<file path="config.mk">
export PLATFORM = sky130hd
export DESIGN_NAME = gate_op_arbiter_flat
export DESIGN_NICKNAME = d
export VERILOG_FILES = /design/src/rtl/gate_op_arbiter_pkg.sv /design/src/rtl/gate_op_arbiter_if.sv /design/src/rtl/gate_op_arbiter_alu.sv /design/src/rtl/gate_op_arbiter.sv /design/src/flat_wrapper.sv
export SDC_FILE = /design/constraint.sdc
export NUM_CORES = 1
export LEC_CHECK = 0
export CAP_MARGIN = 20
export CORE_UTILIZATION = 30
export DETAILED_ROUTE_END_ITERATION = 8
export PLACE_DENSITY_LB_ADDON = 0.3
export SKIP_LAST_GASP = 1
export SLEW_MARGIN = 30
export SYNTH_ARGS = -nofsm -noshare
export SYNTH_HDL_FRONTEND = slang
export SYNTH_SLANG_ARGS = --single-unit
export TNS_END_PERCENT = 20
</file>
<file path="constraint.sdc">
create_clock -name clk_in -period 3 [get_ports clk_in]
set_clock_uncertainty 0.05 [all_clocks]
set_input_delay 0.6 -clock clk_in [delete_from_list [all_inputs] [get_ports clk_in]]
set_output_delay 0.6 -clock clk_in [all_outputs]
set_load 0.01 [all_outputs]
</file>
<file path="src/rtl/gate_op_arbiter_pkg.sv">
// Shared types for the gate-op arbiter: opcode encoding, FSM state encoding
// and the opcode field width.
package gate_op_pkg;

    localparam int OP_W = 3;

    typedef enum logic [OP_W-1:0] {
        OP_AND  = 3'd0,
        OP_OR   = 3'd1,
        OP_XOR  = 3'd2,
        OP_NAND = 3'd3,
        OP_NOR  = 3'd4,
        OP_XNOR = 3'd5,
        OP_NOTA = 3'd6,
        OP_NOTB = 3'd7
    } gate_op_e;

    typedef enum logic [0:0] {
        IDLE = 1'b0,
        RESP = 1'b1
    } state_e;

endpackage

</file>
<file path="src/rtl/gate_op_arbiter_if.sv">
// Request/response bundle between NUM_REQ requesters plus one result consumer
// (master side) and the gate-op arbiter (slave side).
interface gate_op_arbiter_if #(
    parameter int NUM_REQ = 4,
    parameter int WIDTH   = 8,
    parameter int TAG_W   = 2
);
    logic [NUM_REQ-1:0]       req_valid_in;
    logic [NUM_REQ-1:0]       req_ready_out;
    logic [3*NUM_REQ-1:0]     req_op_in;
    logic [WIDTH*NUM_REQ-1:0] req_a_in;
    logic [WIDTH*NUM_REQ-1:0] req_b_in;
    logic                     res_valid_out;
    logic                     res_ready_in;
    logic [WIDTH-1:0]         res_data_out;
    logic [TAG_W-1:0]         res_tag_out;
    logic [15:0]              op_count_out;

    modport master (
        output req_valid_in, req_op_in, req_a_in, req_b_in, res_ready_in,
        input  req_ready_out, res_valid_out, res_data_out, res_tag_out, op_count_out
    );

    modport slave (
        input  req_valid_in, req_op_in, req_a_in, req_b_in, res_ready_in,
        output req_ready_out, res_valid_out, res_data_out, res_tag_out, op_count_out
    );
endinterface

</file>
<file path="src/rtl/gate_op_arbiter_alu.sv">
// Shared combinational bitwise gate unit: one of eight two-input bitwise
// functions across the full operand width.
module gate_alu
    import gate_op_pkg::*;
#(
    parameter int WIDTH = 8
) (
    input  logic [OP_W-1:0]  op,
    input  logic [WIDTH-1:0] a,
    input  logic [WIDTH-1:0] b,
    output logic [WIDTH-1:0] y
);

    always_comb begin
        y = '0;
        case (gate_op_e'(op))
            OP_AND:  y = a & b;
            OP_OR:   y = a | b;
            OP_XOR:  y = a ^ b;
            OP_NAND: y = ~(a & b);
            OP_NOR:  y = ~(a | b);
            OP_XNOR: y = ~(a ^ b);
            OP_NOTA: y = ~a;
            OP_NOTB: y = ~b;
            default: y = '0;
        endcase
    end

endmodule

</file>
<file path="src/rtl/gate_op_arbiter.sv">
// Round-robin arbiter sharing one gate_alu among NUM_REQ requesters; returns a
// registered, requester-tagged result through a valid/ready handshake.
module gate_op_arbiter
    import gate_op_pkg::*;
#(
    parameter int NUM_REQ = 4,
    parameter int WIDTH   = 8,
    parameter int TAG_W   = 2
) (
    input logic              clk_in,
    input logic              rst_n_in,
    gate_op_arbiter_if.slave bus
);

    localparam logic [0:0] ST_IDLE = IDLE;
    localparam logic [0:0] ST_RESP = RESP;

    logic [0:0]       state_q, state_d;
    logic [WIDTH-1:0] data_q, data_d;
    logic [TAG_W-1:0] tag_q, tag_d;
    logic [TAG_W-1:0] rr_ptr_q, rr_ptr_d;
    logic [15:0]      count_q, count_d;

    logic             grantAny;
    logic [TAG_W-1:0] grantIdx;
    logic [OP_W-1:0]  selOp;
    logic [WIDTH-1:0] selA, selB, aluY;
    logic             slot, accept, consume;

    // Pass 0 only considers indices at or above rr_ptr; pass 1 covers the wrap.
    always_comb begin
        grantAny = 1'b0;
        grantIdx = '0;
        selOp    = '0;
        selA     = '0;
        selB     = '0;
        for (int pass = 0; pass < 2; pass++) begin
            for (int i = 0; i < NUM_REQ; i++) begin
                if (!grantAny && bus.req_valid_in[i] &&
                    (pass == 1 || i >= int'(rr_ptr_q))) begin
                    grantAny = 1'b1;
                    grantIdx = TAG_W'(i);
                    selOp    = bus.req_op_in[OP_W*i +: OP_W];
                    selA     = bus.req_a_in[WIDTH*i +: WIDTH];
                    selB     = bus.req_b_in[WIDTH*i +: WIDTH];
                end
            end
        end
    end

    gate_alu #(.WIDTH(WIDTH)) u_alu (
        .op (selOp),
        .a  (selA),
        .b  (selB),
        .y  (aluY)
    );

    assign slot    = (state_q == ST_IDLE) || bus.res_ready_in;
    assign accept  = slot && grantAny;
    assign consume = (state_q == ST_RESP) && bus.res_ready_in;

    always_comb begin
        state_d  = state_q;
        data_d   = data_q;
        tag_d    = tag_q;
        rr_ptr_d = rr_ptr_q;
        count_d  = count_q;
        if (accept) begin
            state_d  = ST_RESP;
            data_d   = aluY;
            tag_d    = grantIdx;
            rr_ptr_d = (grantIdx == TAG_W'(NUM_REQ - 1)) ? '0 : grantIdx + TAG_W'(1);
        end else if (consume) begin
            state_d = ST_IDLE;
        end
        if (consume && count_q != 16'hFFFF) begin
            count_d = count_q + 16'd1;
        end
    end

    always_ff @(posedge clk_in or negedge rst_n_in) begin
        if (!rst_n_in) begin
            state_q  <= ST_IDLE;
            data_q   <= '0;
            tag_q    <= '0;
            rr_ptr_q <= '0;
            count_q  <= '0;
        end else begin
            state_q  <= state_d;
            data_q   <= data_d;
            tag_q    <= tag_d;
            rr_ptr_q <= rr_ptr_d;
            count_q  <= count_d;
        end
    end

    // Grant is combinational, so it is also masked while reset is held.
    assign bus.req_ready_out = (accept && rst_n_in) ? (NUM_REQ'(1) << grantIdx) : '0;
    assign bus.res_valid_out = (state_q == ST_RESP);
    assign bus.res_data_out  = data_q;
    assign bus.res_tag_out   = tag_q;
    assign bus.op_count_out  = count_q;

endmodule
</file>
<file path="src/flat_wrapper.sv">
// flat-port wrapper written by rule: the top's interface ports become plain ports
module gate_op_arbiter_flat import gate_op_pkg::*;
#(
    parameter int NUM_REQ = 4,
    parameter int WIDTH   = 8,
    parameter int TAG_W   = 2
)
  (clk_in, rst_n_in, bus_req_valid_in, bus_req_op_in, bus_req_a_in, bus_req_b_in, bus_res_ready_in, bus_req_ready_out, bus_res_valid_out, bus_res_data_out, bus_res_tag_out, bus_op_count_out);
  gate_op_arbiter_if #(.NUM_REQ(NUM_REQ), .WIDTH(WIDTH), .TAG_W(TAG_W)) bus_i ();
  input logic clk_in;
  input logic rst_n_in;
  input wire logic [$bits(bus_i.req_valid_in)-1:0] bus_req_valid_in;
  input wire logic [$bits(bus_i.req_op_in)-1:0] bus_req_op_in;
  input wire logic [$bits(bus_i.req_a_in)-1:0] bus_req_a_in;
  input wire logic [$bits(bus_i.req_b_in)-1:0] bus_req_b_in;
  input wire logic [$bits(bus_i.res_ready_in)-1:0] bus_res_ready_in;
  output wire logic [$bits(bus_i.req_ready_out)-1:0] bus_req_ready_out;
  output wire logic [$bits(bus_i.res_valid_out)-1:0] bus_res_valid_out;
  output wire logic [$bits(bus_i.res_data_out)-1:0] bus_res_data_out;
  output wire logic [$bits(bus_i.res_tag_out)-1:0] bus_res_tag_out;
  output wire logic [$bits(bus_i.op_count_out)-1:0] bus_op_count_out;
  assign bus_i.req_valid_in = bus_req_valid_in;
  assign bus_i.req_op_in = bus_req_op_in;
  assign bus_i.req_a_in = bus_req_a_in;
  assign bus_i.req_b_in = bus_req_b_in;
  assign bus_i.res_ready_in = bus_res_ready_in;
  assign bus_req_ready_out = bus_i.req_ready_out;
  assign bus_res_valid_out = bus_i.res_valid_out;
  assign bus_res_data_out = bus_i.res_data_out;
  assign bus_res_tag_out = bus_i.res_tag_out;
  assign bus_op_count_out = bus_i.op_count_out;
  gate_op_arbiter #(.NUM_REQ(NUM_REQ), .WIDTH(WIDTH), .TAG_W(TAG_W)) u_core (.clk_in(clk_in), .rst_n_in(rst_n_in), .bus(bus_i));
endmodule
</file>
# ---- Word level (Yosys, flattened, before mapping)
# Index checks and enable logic that the tools add are counted.
dict set report word_totals {
  reg_bits 29
  out_inout_bits 31
  word_cells 97
}
dict set report op_classes {
  n_addsub 2
  order_cmp 3
  n_eq_ne 9
  shift 1
  mux 44
  bitwise_logic 9
  n_reduce_logical 24
}
# op n
set ops {}
lappend ops {{8-bit two-way mux} 16}
lappend ops {{8-bit case mux with 8 select lines} 1}
lappend ops {{8-bit inverter} 5}
lappend ops {{3-bit two-way mux} 8}
lappend ops {{16-bit by 1-bit adder with 16-bit output, second input constant} 1}
lappend ops {{16-bit inequality test, second input constant} 1}
lappend ops {{1-bit logical AND} 14}
lappend ops {{2-bit two-way mux} 7}
lappend ops {{3-bit == test, second input constant} 4}
lappend ops {{1-bit two-way mux} 11}
lappend ops {{8-bit AND} 1}
lappend ops {{8-bit bitwise OR} 1}
lappend ops {{8-bit bitwise XOR} 1}
lappend ops {{1-bit logical NOT} 7}
lappend ops {{3-bit by 2-bit == test with 1-bit output, second input constant} 2}
lappend ops {{1-bit by 2-bit greater-or-equal comparator with 1-bit output, first input constant} 2}
lappend ops {{4-bit two-way mux} 1}
lappend ops {{1-bit by 2-bit left shift with 4-bit output, first input constant} 1}
lappend ops {{3-bit by 1-bit == test with 1-bit output, second input constant} 1}
lappend ops {{3-bit logical NOT} 1}
lappend ops {{2-bit by 1-bit adder with 2-bit output, second input constant} 1}
lappend ops {{2-bit == test, second input constant} 1}
lappend ops {{2-bit greater-or-equal comparator, first input constant} 1}
lappend ops {{2-bit nonzero test} 1}
lappend ops {{other kinds (2)} 2}

# ---- Longest topological paths before layout
dict set report depth {
  word_depth 29
  ltp_mapped 16
  mapped_depth_nobuf 13
}

# ---- Cells and area by module
# A second synthesis with hierarchy kept.
dict set report hier_totals {
  hier_cells 413
  area_unflattened_um2 3425.8
}
# mod instances cells_per_inst area_per_inst_um2 seq_area_each_um2
set by_module_without_submodules {}
lappend by_module_without_submodules {gate_op_arbiter 1 299 2563.7 725.7}
lappend by_module_without_submodules {gate_alu 1 114 862.1 0.0}

# ---- Worst setup path after synthesis
# Ideal clock, no wire load.
dict set report synth_path {
  kind {input-to-reg}
  startpoint {input port bus_req_valid_in[2]}
  endpoint {register u_core.data_q[1] (netlist: u_core.bus.res_data_out[1])}
  setup_ps 77
  t_arrival_ps 2920
  setup_slack_ps -48
  path_stages 12
  path_buffers 1
  path_cell_list {buf_2 -> a21bo_2 -> and2_4 -> a32o_1 -> a211o_1 -> a222oi_1 -> inv_1 -> ha_1 -> or3_1 -> nand4_1 -> a32oi_1 -> a21oi_1}
}
dict set report synth_between {
  elab_chain_len 21
  elab_cells_between_ends 54
  cone_classes {eq/ne (7); mux (25); bitwise (8); reduce/logical (14)}
}
# element line
set synth_rtl {}
lappend synth_rtl {{from (decl)} flat_wrapper.sv:12} ;# input wire logic [$bits(bus_i.req_valid_in)-1:0] bus_req_valid_in;
lappend synth_rtl {{1-bit logical AND (2 in a row)} gate_op_arbiter.sv:39} ;# if (!grantAny && bus.req_valid_in[i] &&
lappend synth_rtl {{1-bit two-way mux} gate_op_arbiter.sv:39}
lappend synth_rtl {{1-bit logical NOT} gate_op_arbiter.sv:39}
lappend synth_rtl {{1-bit logical AND} gate_op_arbiter.sv:39}
lappend synth_rtl {{1-bit two-way mux} gate_op_arbiter.sv:39}
lappend synth_rtl {{1-bit logical NOT} gate_op_arbiter.sv:39}
lappend synth_rtl {{1-bit logical AND} gate_op_arbiter.sv:39}
lappend synth_rtl {{1-bit two-way mux} gate_op_arbiter.sv:39}
lappend synth_rtl {{[4 not listed]} --}
lappend synth_rtl {{1-bit logical AND} gate_op_arbiter.sv:39}
lappend synth_rtl {{1-bit two-way mux} gate_op_arbiter.sv:39}
lappend synth_rtl {{1-bit logical NOT} gate_op_arbiter.sv:39}
lappend synth_rtl {{1-bit logical AND} gate_op_arbiter.sv:39}
lappend synth_rtl {{8-bit two-way mux} gate_op_arbiter.sv:39}
lappend synth_rtl {{8-bit bitwise XOR (tied with other cells)} {gate_op_arbiter_alu.sv:19, gate_op_arbiter_alu.sv:22}}
lappend synth_rtl {{8-bit inverter (on tied branches)} {gate_op_arbiter_alu.sv:22, gate_op_arbiter_alu.sv:20, gate_op_arbiter_alu.sv:21}}
lappend synth_rtl {{8-bit case mux with 8 select lines} gate_op_arbiter_alu.sv:16} ;# case (gate_op_e'(op))
lappend synth_rtl {{to (signal assigned)} gate_op_arbiter.sv:90} ;# data_q <= data_d;
lappend synth_rtl {{to (decl)} gate_op_arbiter.sv:19} ;# logic [WIDTH-1:0] data_q, data_d;
# Parallel ways exist; a longest one is shown, timed or not.
# A chain may end at the register's enable or synchronous reset.

# ---- Final worst setup path
dict set report layout_path {
  startpoint {input port bus_req_valid_in[0]}
  endpoint {register u_core.data_q[0] (netlist: u_core.bus.res_data_out[0])}
}
dict set report layout_between {
  elab_chain_len 28
  elab_cells_between_ends 67
  cone_classes {eq/ne (7); mux (33); bitwise (8); reduce/logical (19)}
}
# element line
set layout_rtl {}
lappend layout_rtl {{1-bit logical AND} gate_op_arbiter.sv:39}
lappend layout_rtl {{1-bit two-way mux} gate_op_arbiter.sv:39}
lappend layout_rtl {{1-bit logical NOT} gate_op_arbiter.sv:39}
lappend layout_rtl {{1-bit logical AND (2 in a row)} gate_op_arbiter.sv:39}
lappend layout_rtl {{1-bit two-way mux} gate_op_arbiter.sv:39}
lappend layout_rtl {{1-bit logical NOT} gate_op_arbiter.sv:39}
lappend layout_rtl {{1-bit logical AND (2 in a row)} gate_op_arbiter.sv:39}
lappend layout_rtl {{1-bit two-way mux} gate_op_arbiter.sv:39}
lappend layout_rtl {{[10 not listed]} --}
lappend layout_rtl {{1-bit logical AND} gate_op_arbiter.sv:39}
lappend layout_rtl {{1-bit two-way mux} gate_op_arbiter.sv:39}
lappend layout_rtl {{1-bit logical NOT} gate_op_arbiter.sv:39}
lappend layout_rtl {{1-bit logical AND} gate_op_arbiter.sv:39}
lappend layout_rtl {{8-bit two-way mux} gate_op_arbiter.sv:39}
lappend layout_rtl {{8-bit bitwise XOR (tied with other cells)} {gate_op_arbiter_alu.sv:19, gate_op_arbiter_alu.sv:22}}
lappend layout_rtl {{8-bit inverter (on tied branches)} {gate_op_arbiter_alu.sv:22, gate_op_arbiter_alu.sv:20, gate_op_arbiter_alu.sv:21}}
lappend layout_rtl {{8-bit case mux with 8 select lines} gate_op_arbiter_alu.sv:16}
# Parallel ways exist; a longest one is shown, timed or not.

==> reports/metrics.cfg <==
[cells_and_area]
final_util_pct = 53.6
n_antenna_cell = 0
design_area_um2 = 5540
drive_gt1_share_pct = 27.2
areaGrowthSynthToFinish_pct = 72.8
final_nets = 740

[cts]
cts_tree = done
htreeDepth = 2
cts_buffers = 5
path_clk_slew_ns = 0.07
clk_latency_ns = 0.28
clockRootBuffer = clkbuf_8
clock_path_buffers = 2
cts.sinks = 29

[timing]
layout_min_cycle_time_ns = 2.93
grt_setup_unrepaired = yes
slew_violations = 0
fin_tns_setup_ns = 0
setup_slack_ns = 0.0723
hold_ws_ns = 0.438
final.period_utilization_pct = 97.6
setup_viol = 0
max-slew-margin-rel_pct = 64.4
worst_pin_slew_ns = 0.532
hold_violations = 0
max_freq_mhz = 342

[setup_path]
r2r-end = u_core.bus.res_data_out[6]
start_kind = primary input
r2r_slack_ns = 0.12
timing.rr.start = u_core.rr_ptr_q[1]
end_kind = register
critPathLaunch = bus_req_valid_in[0]
path_max_fanout = 6
cp.required_ns = 3.16
critical_path_arrival_ns = 3.09
setup.worst_path.end = u_core.bus.res_data_out[0]
r2r_cells = 11
critical_path_class = primary input to register

[power_and_ir_drop]
ir_drop_uv = 374
power_leakage_uw = 0.00245
p_per_area_nw_per_um2 = 728

[placed_design]
gp_congestion = 0.976
dp_slack_ns = -0.704
placed_area_um2 = 5120
portBuffers = 113
place.detailed.hpwl_um = 10400

[grt]
grt.total_usage_pct = 23.6
grt_max_degree = 30
grt_pass1_vias = 4304
antenna_found_initial = 0
grt_pass1_wl_um = 21100
grt.overflow.total = 0

[die]
die_y_um = 105
core-area_um2 = 10300
die_w_um = 105
ios = 114
start_util_pct = 31.0
dieArea_um2 = 11100
num_rows = 37

[status]
status = completed

[drt]
drt-total-wl_um = 13200
drtIter0Drc = 252
vias = 4255
drt_pass1_iterations = 5
wl_per_cell_um = 17.2
avgViaCountPerCell = 5.51
drc = 0
postRouteAntennaNets = 0

[logic_synthesis]
yosysSeqAreaShare_pct = 22.6
synth_edf_count = 0
synth_nets = 538
yosysTopAreaCell = dfrtp_1
avgSynthCellArea_um2 = 7.38
async_flop_share_pct = 100
mappedNetlistArea_um2 = 3200
synth_seq_cells = 29
yosys-top-cells-area = dfrtp_1, ha_1, nand2_1
yosysUniqueCellTypes = 57
synth_top_area_share_pct = 22.6
yosysMostFrequentCell = nand2_1
ys_top_cells_by_count = nand2_1, a21oi_1, dfrtp_1, nand3_1, nor2_1
synthFlopType = dfrtp_1
syn-instance-count = 434
yosysWarnings = 0

[min_path]
hold_class = register to register

[flow_run]
maxCapViolations = 0

==> cell families (layout without fill, tap and decap cells) <==
kind of cell / Yosys count / in the layout / share of synthesized area [%]
and+or+nand+nor: 162 / 162 / 24.7
xor gates and xnor gates: 15 / 15 / 4.10
DFF: 29 / 29 / 22.6
buffers and inverters: 53 / 255 / 7.54
AOI/OAI and AO/OA: 148 / 148 / 30.8
adders and majority gates: 21 / 21 / 8.20
muxes: 6 / 6 / 2.03
==> worst min path at each step <==
stage | from | endpoint | cells past startpoint
4_1_cts | u_core.bus.op_count_out[15] | u_core.bus.op_count_out[15] | 1
3_5_place_dp | u_core.bus.op_count_out[15] | u_core.bus.op_count_out[15] | 1
3_3_place_gp | u_core.bus.op_count_out[10] | u_core.bus.op_count_out[10] | 1
5_1_grt | u_core.bus.op_count_out[15] | u_core.bus.op_count_out[15] | 1
6_report | u_core.bus.op_count_out[15] | u_core.bus.op_count_out[15] | 1
2_1_floorplan | rst_n_in | u_core.bus.op_count_out[0] | 0
==> critical path, stage by stage <==
cell and delay (ns):
clkdlybuf4s15_1 0.19, buf_6 0.14, nor3b_4 0.20, buf_6 0.13, nand4_1 0.22, buf_4 0.24, buf_4 0.13, o22ai_1 0.16
a31oi_1 0.08, inv_1 0.07, ha_1 0.23, or3_1 0.40, o21ai_2 0.08, a221oi_2 0.08, a21oi_1 0.14
==> cells in the final DEF, fill, tap and decap left out, drive strengths merged, types with 5 or more instances in the layout <==
cell           instances
inv                   24
ha                    21
o211ai                 6
clkbuf                 8
buf                  112
xor2                   5
a31oi                 12
a221oi                10
o221ai                 6
dfrtp                 29
and2                   5
nand3                 29
xnor2                 10
or3                    5
o21ai                 25
and3                  15
o22ai                  9
a22oi                  7
nor2                  27
nor3                   7
clkdlybuf4s50        105
nand4                  6
a21oi                 38
a211oi                 5
nand2                 55
==> through the flow <==
stage          total power, uW  std cells
2_1_floorplan             2090        434
6_report                  4030        772
3_5_place_dp              3360        752
5_1_grt                   4360        772
4_1_cts                   3850        766
3_3_place_gp              3270        752
==> flip-flops by register name (all words and copies together) (netlist names) <==
signal                    cells
u_core.rr_ptr_q               2
u_core.bus.op_count_out      16
u_core.bus.res_valid_out      1
u_core.bus.res_tag_out        2
u_core.bus.res_data_out       8
==> cell type report <==
cell class,count,area [um^2]
sequential,29,726
fill,987,4790
clock buffer,5,68.8
multi-input combinational,352,2470
timing repair buffer,224,1980
tap,136,170
clock inverter,2,35.0
inverter,24,90.1
==> power breakdown <==
part           switching (uW)  internal [uW]
clock                     150            241
sequential                123            513
combinational            1450           1560
==> layer usage <==
metal | vias up | wire length, um | GRT usage (%)
met4 | 0 | 244 | 8.05
met3 | 24 | 598 | 3.03
li1 | 2018 | - | -
met5 | - | 0 | 0
met2 | 153 | 6790 | 41.8
met1 | 2060 | 5610 | 29.4
==> timing repair <==
action,in CTS,in global routing
hold buffers,0,0
gates resized for setup,30,44
endpoints found under the setup margin,12,11
setup buffers,7,6
pin swaps,3,19
Power figures use the tool's default switching activity.
